$ cat src/rtl/pipo_arb_pkg.sv
// Shared types for the PIPO round-robin load arbiter.
// State encoding and owner/pointer width helper.
package pipo_arb_pkg;

  typedef enum logic [1:0] {
    ARB_IDLE,
    ARB_FULL,
    ARB_COOL
  } arb_state_e;

  function automatic int ow_w(input int n);
    return (n > 1) ? $clog2(n) : 1;
  endfunction

endpackage

$ cat src/rtl/pipo_rr_load_arbiter_rr_pick.sv
// Circular priority pick starting at ptr.
// Double-width request vector, low part masked below ptr.
module rr_pick #(
  parameter int NREQ = 4,
  parameter int PW   = 2
) (
  input  logic [NREQ-1:0] req,
  input  logic [PW-1:0]   ptr,
  output logic [NREQ-1:0] onehot,
  output logic [PW-1:0]   idx,
  output logic            any
);

  logic [2*NREQ-1:0] dbl;
  int                sel;

  // lowest set bit of the masked double vector, folded back mod NREQ
  always_comb begin
    dbl = {req, req};
    for (int i = 0; i < NREQ; i++) begin
      if (i < int'(ptr)) dbl[i] = 1'b0;
    end
    sel = 0;
    for (int i = 2*NREQ-1; i >= 0; i--) begin
      if (dbl[i]) sel = i;
    end
    if (sel >= NREQ) sel = sel - NREQ;
    any = |req;
    idx = PW'(sel);
    onehot = '0;
    for (int i = 0; i < NREQ; i++) begin
      onehot[i] = any && (i == sel);
    end
  end

endmodule

$ cat src/rtl/pipo_rr_load_arbiter.sv
// Round-robin load arbiter for a shared PIPO holding register.
// Valid/ready output with optional settle gap after consume.
module pipo_rr_load_arbiter
  import pipo_arb_pkg::*;
#(
  parameter int NREQ    = 4,
  parameter int WIDTH   = 4,
  parameter int MIN_GAP = 0,
  localparam int PW     = ow_w(NREQ)
) (
  input  logic                  clk,
  input  logic                  rst_n,
  input  logic [NREQ-1:0]       req,
  input  logic [NREQ*WIDTH-1:0] req_data,
  output logic [NREQ-1:0]       gnt,
  output logic                  load,
  output logic [WIDTH-1:0]      q,
  output logic [PW-1:0]         q_owner,
  output logic                  q_valid,
  input  logic                  q_ready
);

  localparam int CW = (MIN_GAP > 1) ? $clog2(MIN_GAP) : 1;

  arb_state_e       state_q;
  logic [WIDTH-1:0] q_q;
  logic [PW-1:0]    own_q;
  logic [PW-1:0]    ptr_q;
  logic             vld_q;
  logic [CW-1:0]    cnt_q;

  logic [NREQ-1:0]  pick_oh;
  logic [PW-1:0]    pick_idx;
  logic             pick_any;
  logic             can_load;
  logic [WIDTH-1:0] sel_data;

  rr_pick #(
    .NREQ (NREQ),
    .PW   (PW)
  ) u_pick (
    .req    (req),
    .ptr    (ptr_q),
    .onehot (pick_oh),
    .idx    (pick_idx),
    .any    (pick_any)
  );

  // grant only when the register is free or freed this cycle
  always_comb begin
    can_load = rst_n &
      ((state_q == ARB_IDLE) |
       ((state_q == ARB_FULL) & q_ready & (MIN_GAP == 0)));
    gnt  = can_load ? pick_oh : '0;
    load = can_load & pick_any;
    sel_data = '0;
    for (int i = 0; i < NREQ; i++) begin
      if (pick_oh[i]) sel_data = req_data[i*WIDTH +: WIDTH];
    end
  end

  // FSM, holding register, rr pointer and gap counter
  always_ff @(posedge clk or negedge rst_n) begin
    if (!rst_n) begin
      state_q <= ARB_IDLE;
      q_q     <= '0;
      own_q   <= '0;
      ptr_q   <= '0;
      vld_q   <= 1'b0;
      cnt_q   <= '0;
    end else if (load) begin
      state_q <= ARB_FULL;
      q_q     <= sel_data;
      own_q   <= pick_idx;
      vld_q   <= 1'b1;
      ptr_q   <= (pick_idx == PW'(NREQ-1)) ? '0 : pick_idx + 1'b1;
    end else begin
      unique case (state_q)
        ARB_FULL: begin
          if (q_ready) begin
            vld_q <= 1'b0;
            if (MIN_GAP > 0) begin
              state_q <= ARB_COOL;
              cnt_q   <= CW'(MIN_GAP - 1);
            end else begin
              state_q <= ARB_IDLE;
            end
          end
        end
        ARB_COOL: begin
          if (cnt_q == '0) state_q <= ARB_IDLE;
          else             cnt_q   <= cnt_q - 1'b1;
        end
        default: ;
      endcase
    end
  end

  assign q       = q_q;
  assign q_owner = own_q;
  assign q_valid = vld_q;

endmodule

$ cat config.mk
export PLATFORM = sky130hd
export DESIGN_NAME = pipo_rr_load_arbiter
export DESIGN_NICKNAME = d
export VERILOG_FILES = /design/src/rtl/pipo_arb_pkg.sv /design/src/rtl/pipo_rr_load_arbiter_rr_pick.sv /design/src/rtl/pipo_rr_load_arbiter.sv
export SDC_FILE = /design/constraint.sdc
export NUM_CORES = 1
export LEC_CHECK = 0
export BUFFER_PORTS_ARGS = -buffer_cell sky130_fd_sc_hd__buf_2
export CORE_ASPECT_RATIO = 1.2
export CORE_MARGIN = 2
export CORE_UTILIZATION = 45
export DETAILED_ROUTE_END_ITERATION = 10
export GPL_TIMING_DRIVEN = 0
export PLACE_DENSITY = 0.76
export SLEW_MARGIN = 10
export SYNTH_ARGS = -nofsm -noshare
export SYNTH_HDL_FRONTEND = slang
export SYNTH_HIERARCHICAL = 1
export SYNTH_SLANG_ARGS = --single-unit
$ cat constraint.sdc
create_clock -name clk -period 2.11 [get_ports clk]
set_clock_uncertainty 0.1 [all_clocks]
set_input_delay 0.633 -clock clk [delete_from_list [all_inputs] [get_ports clk]]
set_output_delay 0.633 -clock clk [all_outputs]
set_load 0.005 [all_outputs]
Yosys cells after proc, flatten, opt, wreduce, memory -nomap -nowiden:

Index checks and enable logic that the tools add are counted.

* bits in registers: 12
* bits in latches: 0
* bits in writable memories: 0
* bits in read-only memories: 0
* output and inout port bits: 12
* memories: 0

* $add $sub $neg: 3
* multiply operators: 0
* div/mod/pow operators: 0
* order comparisons: 4
* equality and inequality tests: 8
* shift-type cells: 0
* mux-type cells: 25
* bitwise gates (word level): 5
* reduce and logical (&&, ||, !) cells: 13

Operator list (count)
* == test 3 x 32 -> 1 bit, first input constant: 2
* == test 2 x 32 -> 1 bit, first input constant: 1
* logical NOT 32 bit: 1
* two-way mux 32 bit: 1
* two-way mux 3 bit: 7
* two-way mux 4 bit: 5
* two-way mux 2 bit: 4
* two-way mux 1 bit: 7
* != test 3 bit, second input constant: 2
* == test 2 bit, second input constant: 2
* logical AND 1 bit: 4
* less-than comparator 1 x 2 -> 1 bit, first input constant: 2
* case mux 2 bit (2 select lines): 1
* AND reduction 2 bit: 2
* nonzero test 2 bit: 2
* OR reduction 4 bit: 1
* subtractor 3 x 3 -> 4 bit, second input constant: 1
* AND 1 bit: 3
* greater-or-equal comparator 3 bit, second input constant: 1
* AND reduction 3 bit: 1
* nonzero test 3 bit: 1
* adder 2 x 1 -> 2 bit, second input constant: 1
* == test 2 x 1 -> 1 bit, second input constant: 1
* logical NOT 2 bit: 1
* other kinds (4): 4

Longest topological paths before layout:

* depth after elaboration: 15
* depth in mapped cells: 7
* gate-level depth less buffers: 6

By module:

Netlist, hierarchy kept.

Modules (own cells, without submodules)
* pipo_rr_load_arbiter: times used 1, cells an instance 59, area an instance 598.1 µm²
* rr_pick: times used 1, cells an instance 27, area an instance 168.9 µm²

Worst setup path before layout:

No wires, ideal clock.

* path kind: input to output
* start: input req[1]
* end: output gnt[3]
* arrival: 1.400 ns
* data required time: 1.377 ns
* setup slack: -0.023 ns
* stages on the path: 4
* buffers on the path: 1
* cell sequence: nor2_1 -> o221a_2 -> clkbuf_1 -> and3_1

* longest elaborated chain between the ends: 11
* elaborated cells on any way between the ends: 14
* those cells by class: add/sub (1); order compare (1); eq/ne (1); mux (9); reduce/logical (2)

Ends and longest elaborated chain
* start: declaration: line pipo_rr_load_arbiter.sv:13 `input logic [NREQ-1:0] req,`
* two-way mux 3 bit (6 in series): line pipo_rr_load_arbiter_rr_pick.sv:25 `if (dbl[i]) sel = i;`
* subtractor 3 x 3 -> 4 bit or greater-or-equal comparator 3 bit (tied branches): line pipo_rr_load_arbiter_rr_pick.sv:27 `if (sel >= NREQ) sel = sel - NREQ;`
* two-way mux 32 bit: line pipo_rr_load_arbiter_rr_pick.sv:27
* == test 3 x 32 -> 1 bit: line pipo_rr_load_arbiter_rr_pick.sv:32 `onehot[i] = any && (i == sel);`
* logical AND 1 bit (*): line pipo_rr_load_arbiter_rr_pick.sv:32
* net pick_oh[3]: line pipo_rr_load_arbiter.sv:32 `logic [NREQ-1:0] pick_oh;`
* two-way mux 4 bit (*): line pipo_rr_load_arbiter.sv:54 `gnt = can_load ? pick_oh : '0;`
* end: declaration: line pipo_rr_load_arbiter.sv:15 `output logic [NREQ-1:0] gnt,`

Mark *: on every way through the listed nets, which the timed path passes. The rest lies on a longest branch.

Final worst setup path:

* start: register ptr_q[1]
* end: output gnt[2]

* longest elaborated chain between the ends: 10
* elaborated cells on any way between the ends: 15
* those cells by class: add/sub (1); order compare (4); eq/ne (1); mux (8); reduce/logical (1)

Ends and longest elaborated chain
* start: declaration: line pipo_rr_load_arbiter.sv:28 `logic [PW-1:0] ptr_q;`
* start signal: assignment: line pipo_rr_load_arbiter.sv:76 `ptr_q <= (pick_idx == PW'(NREQ-1)) ? '0 : pick_idx + 1'b1;`
* less-than comparator 2 bit: line pipo_rr_load_arbiter_rr_pick.sv:21 `if (i < int'(ptr)) dbl[i] = 1'b0;`
* two-way mux 1 bit: line pipo_rr_load_arbiter_rr_pick.sv:21
* two-way mux 3 bit (2 in series): line pipo_rr_load_arbiter_rr_pick.sv:25
* two-way mux 3 bit (*): line pipo_rr_load_arbiter_rr_pick.sv:25
* subtractor 3 x 3 -> 4 bit or greater-or-equal comparator 3 bit (tied branches): line pipo_rr_load_arbiter_rr_pick.sv:27
* two-way mux 32 bit (*): line pipo_rr_load_arbiter_rr_pick.sv:27
* == test 3 x 32 -> 1 bit (*): line pipo_rr_load_arbiter_rr_pick.sv:32
* logical AND 1 bit (*): line pipo_rr_load_arbiter_rr_pick.sv:32
* net pick_oh[2]: line pipo_rr_load_arbiter.sv:32
* two-way mux 4 bit (*): line pipo_rr_load_arbiter.sv:54

Marks and branches as above.

==> results.toml <==
[outcome]
status = "finished with violations"
violations = "setup timing"

[synth]
yosys_warnings = 6
synth-edff-count = 0
seq_area_frac_synth = 0.326
synth_top_cell_by_area = "dfrtp_1"
avgSynthCellArea_sq_um = 8.92
yosys-top-cells-area = "dfrtp_1, a21oi_1, mux2_4"
syn_inst = 86
ys_types = 29
synth.most_common_cell = "a21oi_1"
async_flop_share = 1.00
synthFlopType = "dfrtp_1"
synth_top_area_frac = 0.326
ys_seq_elements = 10
synth_common_cells = "a21oi_1, dfrtp_1, nand2_1"
synth_fp_nets = 110
syn_area_sq_um = 767

[setup_path]
critPathSlowestCell = "dfrtp_2"
path_cells = "buf_6, a21oi_2, o311a_4, and3_4, buf_6"
crit_start = "ptr_q[1]"
path_class = "reg -> out"
reg2regPathDepth = 9
cp-end-kind = "primary output"
start_kind = "register"
reg2reg_from = "ptr_q[0]"
r2r_end = "q[1]"
worstPathRequired_ps = 1380
critPathArrivalTime_ps = 1500
crit_path_end = "gnt[2]"
slowest_delay_ps = 450
rrSetupSlack_ps = 50
cp_max_fo = 5
cpMostUsedCell = "buf_6"

[clocking]
clkTransAtPathRegs_ps = 60
numClockSinks = 10
clkLatencyLatePin_ps = 270
htree_num_levels = 1
ctsRootBufferMaster = "clkbuf_4"
cts_tree = "built"
cts_buffers = 3
clockBufferDepth = 2

[run]
cap_violations = 0

[global_routing]
grt_usage = 0.238
grt_pass1_wl_um = 3640
grt_antenna_before_repair = 0
grt_max_degree = 17
grt_pass1_vias = 819
grt_overflow = 0

[final_layout]
layout.cells.non_filler = 153
drive_gt1_frac = 0.593
fin_area_sq_um = 1190
area_growth_pct = 54.8
n_antenna_cell = 0
nets = 161

[die]
initial_core_util = 0.473
dieHeight_um = 49.2
io_pins = 35
die_width_um = 41.7
dieArea_sq_um = 2050
coreArea_sq_um = 1620
fp-row-count = 16

[sta]
rsz0062_at_grt = "true"
fin_crit_ps = 2240
slew_viol_final = 0
worst_slew_pin_slew_ps = 240
fin_ws_ps = -127
fmax_mhz = 447
period_share = 1.06
hold_violations = 0
finalSetupViolCount = 4
slew_headroom = 0.839

[route]
vias = 863
drt_iter0_markers = 8
dr.pass1.iters = 4
antenna_left = 0
wl_per_cell_um = 15.3
avgViaCountPerCell = 5.64
routed_wl_um = 2340
drc = 0

[placement]
dp_cells = 138
portBuffers = 34
dpl_cell_area_sq_um = 961
place.gp.congestion = 0.803
dp_hpwl_um = 1500

[pwr]
fin_total_pwr_mw = 1.24
p_per_area_nw_per_um2 = 1040
ir_drop_uv = 636
p_leak_nw = 0.593

[min_path]
hold_path_class = "in -> async"
[cells in the final DEF (no fill, tap or decap), types with 2 or more instances in the layout]
cell / synthesis / routed
nor2_4: 0 / 3
buf_2: 0 / 28
a21oi_1: 15 / 12
and3_4: 1 / 3
nand3b_1: 4 / 4
dfrtp_2: 0 / 2
mux2_4: 4 / 4
a21oi_2: 0 / 3
buf_4: 0 / 16
nand2b_1: 3 / 3
a221o_1: 4 / 4
clkbuf_4: 0 / 3
and2_4: 2 / 2
a31oi_1: 4 / 4
buf_6: 2 / 6
nand2_1: 8 / 7
and3_1: 4 / 2
dfrtp_1: 10 / 8
inv_1: 4 / 4
[timing repair]
| item | in CTS | in global routing |
|---|---|---|
| pin swaps | 7 | 5 |
| hold buffers | 0 | 0 |
| endpoints found under the setup margin | 5 | 6 |
| setup buffers | 11 | 4 |
| resized for setup | 16 | 15 |
[kinds of logic (layout without fill, tap and decap cells)]
| family | count (synthesis) | count (layout) | synth area share |
|---|---|---|---|
| AOI/OAI and AO/OA | 32 | 32 | 0.279 |
| adders and majority gates | 1 | 1 | 0.0163 |
| buffers and inverters | 10 | 59 | 0.0701 |
| DFF | 10 | 10 | 0.326 |
| muxes | 4 | 4 | 0.0783 |
| and+or+nand+nor | 29 | 29 | 0.230 |
[stage by stage]
step	hold WS, ps	setup slack [ps]	utilization	TNS (ps)
after floorplan	237	74.1	-	0
after global placement	353	-284	0.593	-1110
after detailed placement	361	-313	0.593	-1400
after CTS	89.3	-121	0.678	-320
after global routing	86.6	-171	0.732	-591
final	92.8	-127	0.732	-366
[power by group]
group | leakage, nW | internal [mW] | total (mW) | switching (mW)
combinational | 0.465 | 0.423 | 0.775 | 0.353
clock | 0.0138 | 0.0660 | 0.132 | 0.0663
sequential | 0.113 | 0.268 | 0.328 | 0.0601
total | 0.593 | 0.757 | 1.24 | 0.479
[state kept, by name, summed over array words and instances, names as in the netlist]
| signal | flops |
|---|---|
| ptr_q | 2 |
| q | 4 |
| q_owner | 2 |
| q_valid | 1 |
| state_q | 1 |
[worst min-delay path by stage]
stage | cells past startpoint | end | slack [ps] | from
after detailed placement | 1 | q_valid | 360 | q_valid
after global routing | 1 | q_owner[0] | 90 | rst_n
after global placement | 1 | q_valid | 350 | q_valid
final | 1 | q_owner[1] | 90 | rst_n
after CTS | 1 | q_owner[1] | 90 | rst_n
after floorplan | 0 | ptr_q[0] | 240 | rst_n
[routing by layer]
| layer | wire length (um) | GRT usage |
|---|---|---|
| met5 | 0 | 0 |
| met1 | 903 | 0.269 |
| met4 | 101 | 0.183 |
| met3 | 57 | 0.0222 |
| met2 | 1280 | 0.404 |
[final cells by class]
cell class / count / area [sq um]
Buffer: 1 / 11.3
Clock buffer: 3 / 22.5
Fill cell: 118 / 434
Inverter: 6 / 25.0
Multi-Input combinational cell: 66 / 537
Sequential cell: 10 / 253
Tap cell: 18 / 22.5
Timing Repair Buffer: 49 / 317
[critical path, delay by kind of cell (launching register included)]
kind	cells	cell delay, ps
flops	1	450
compound gates	2	370
buf+inv	2	240
simple gates	1	170
Power figures use the tool's default switching activity.
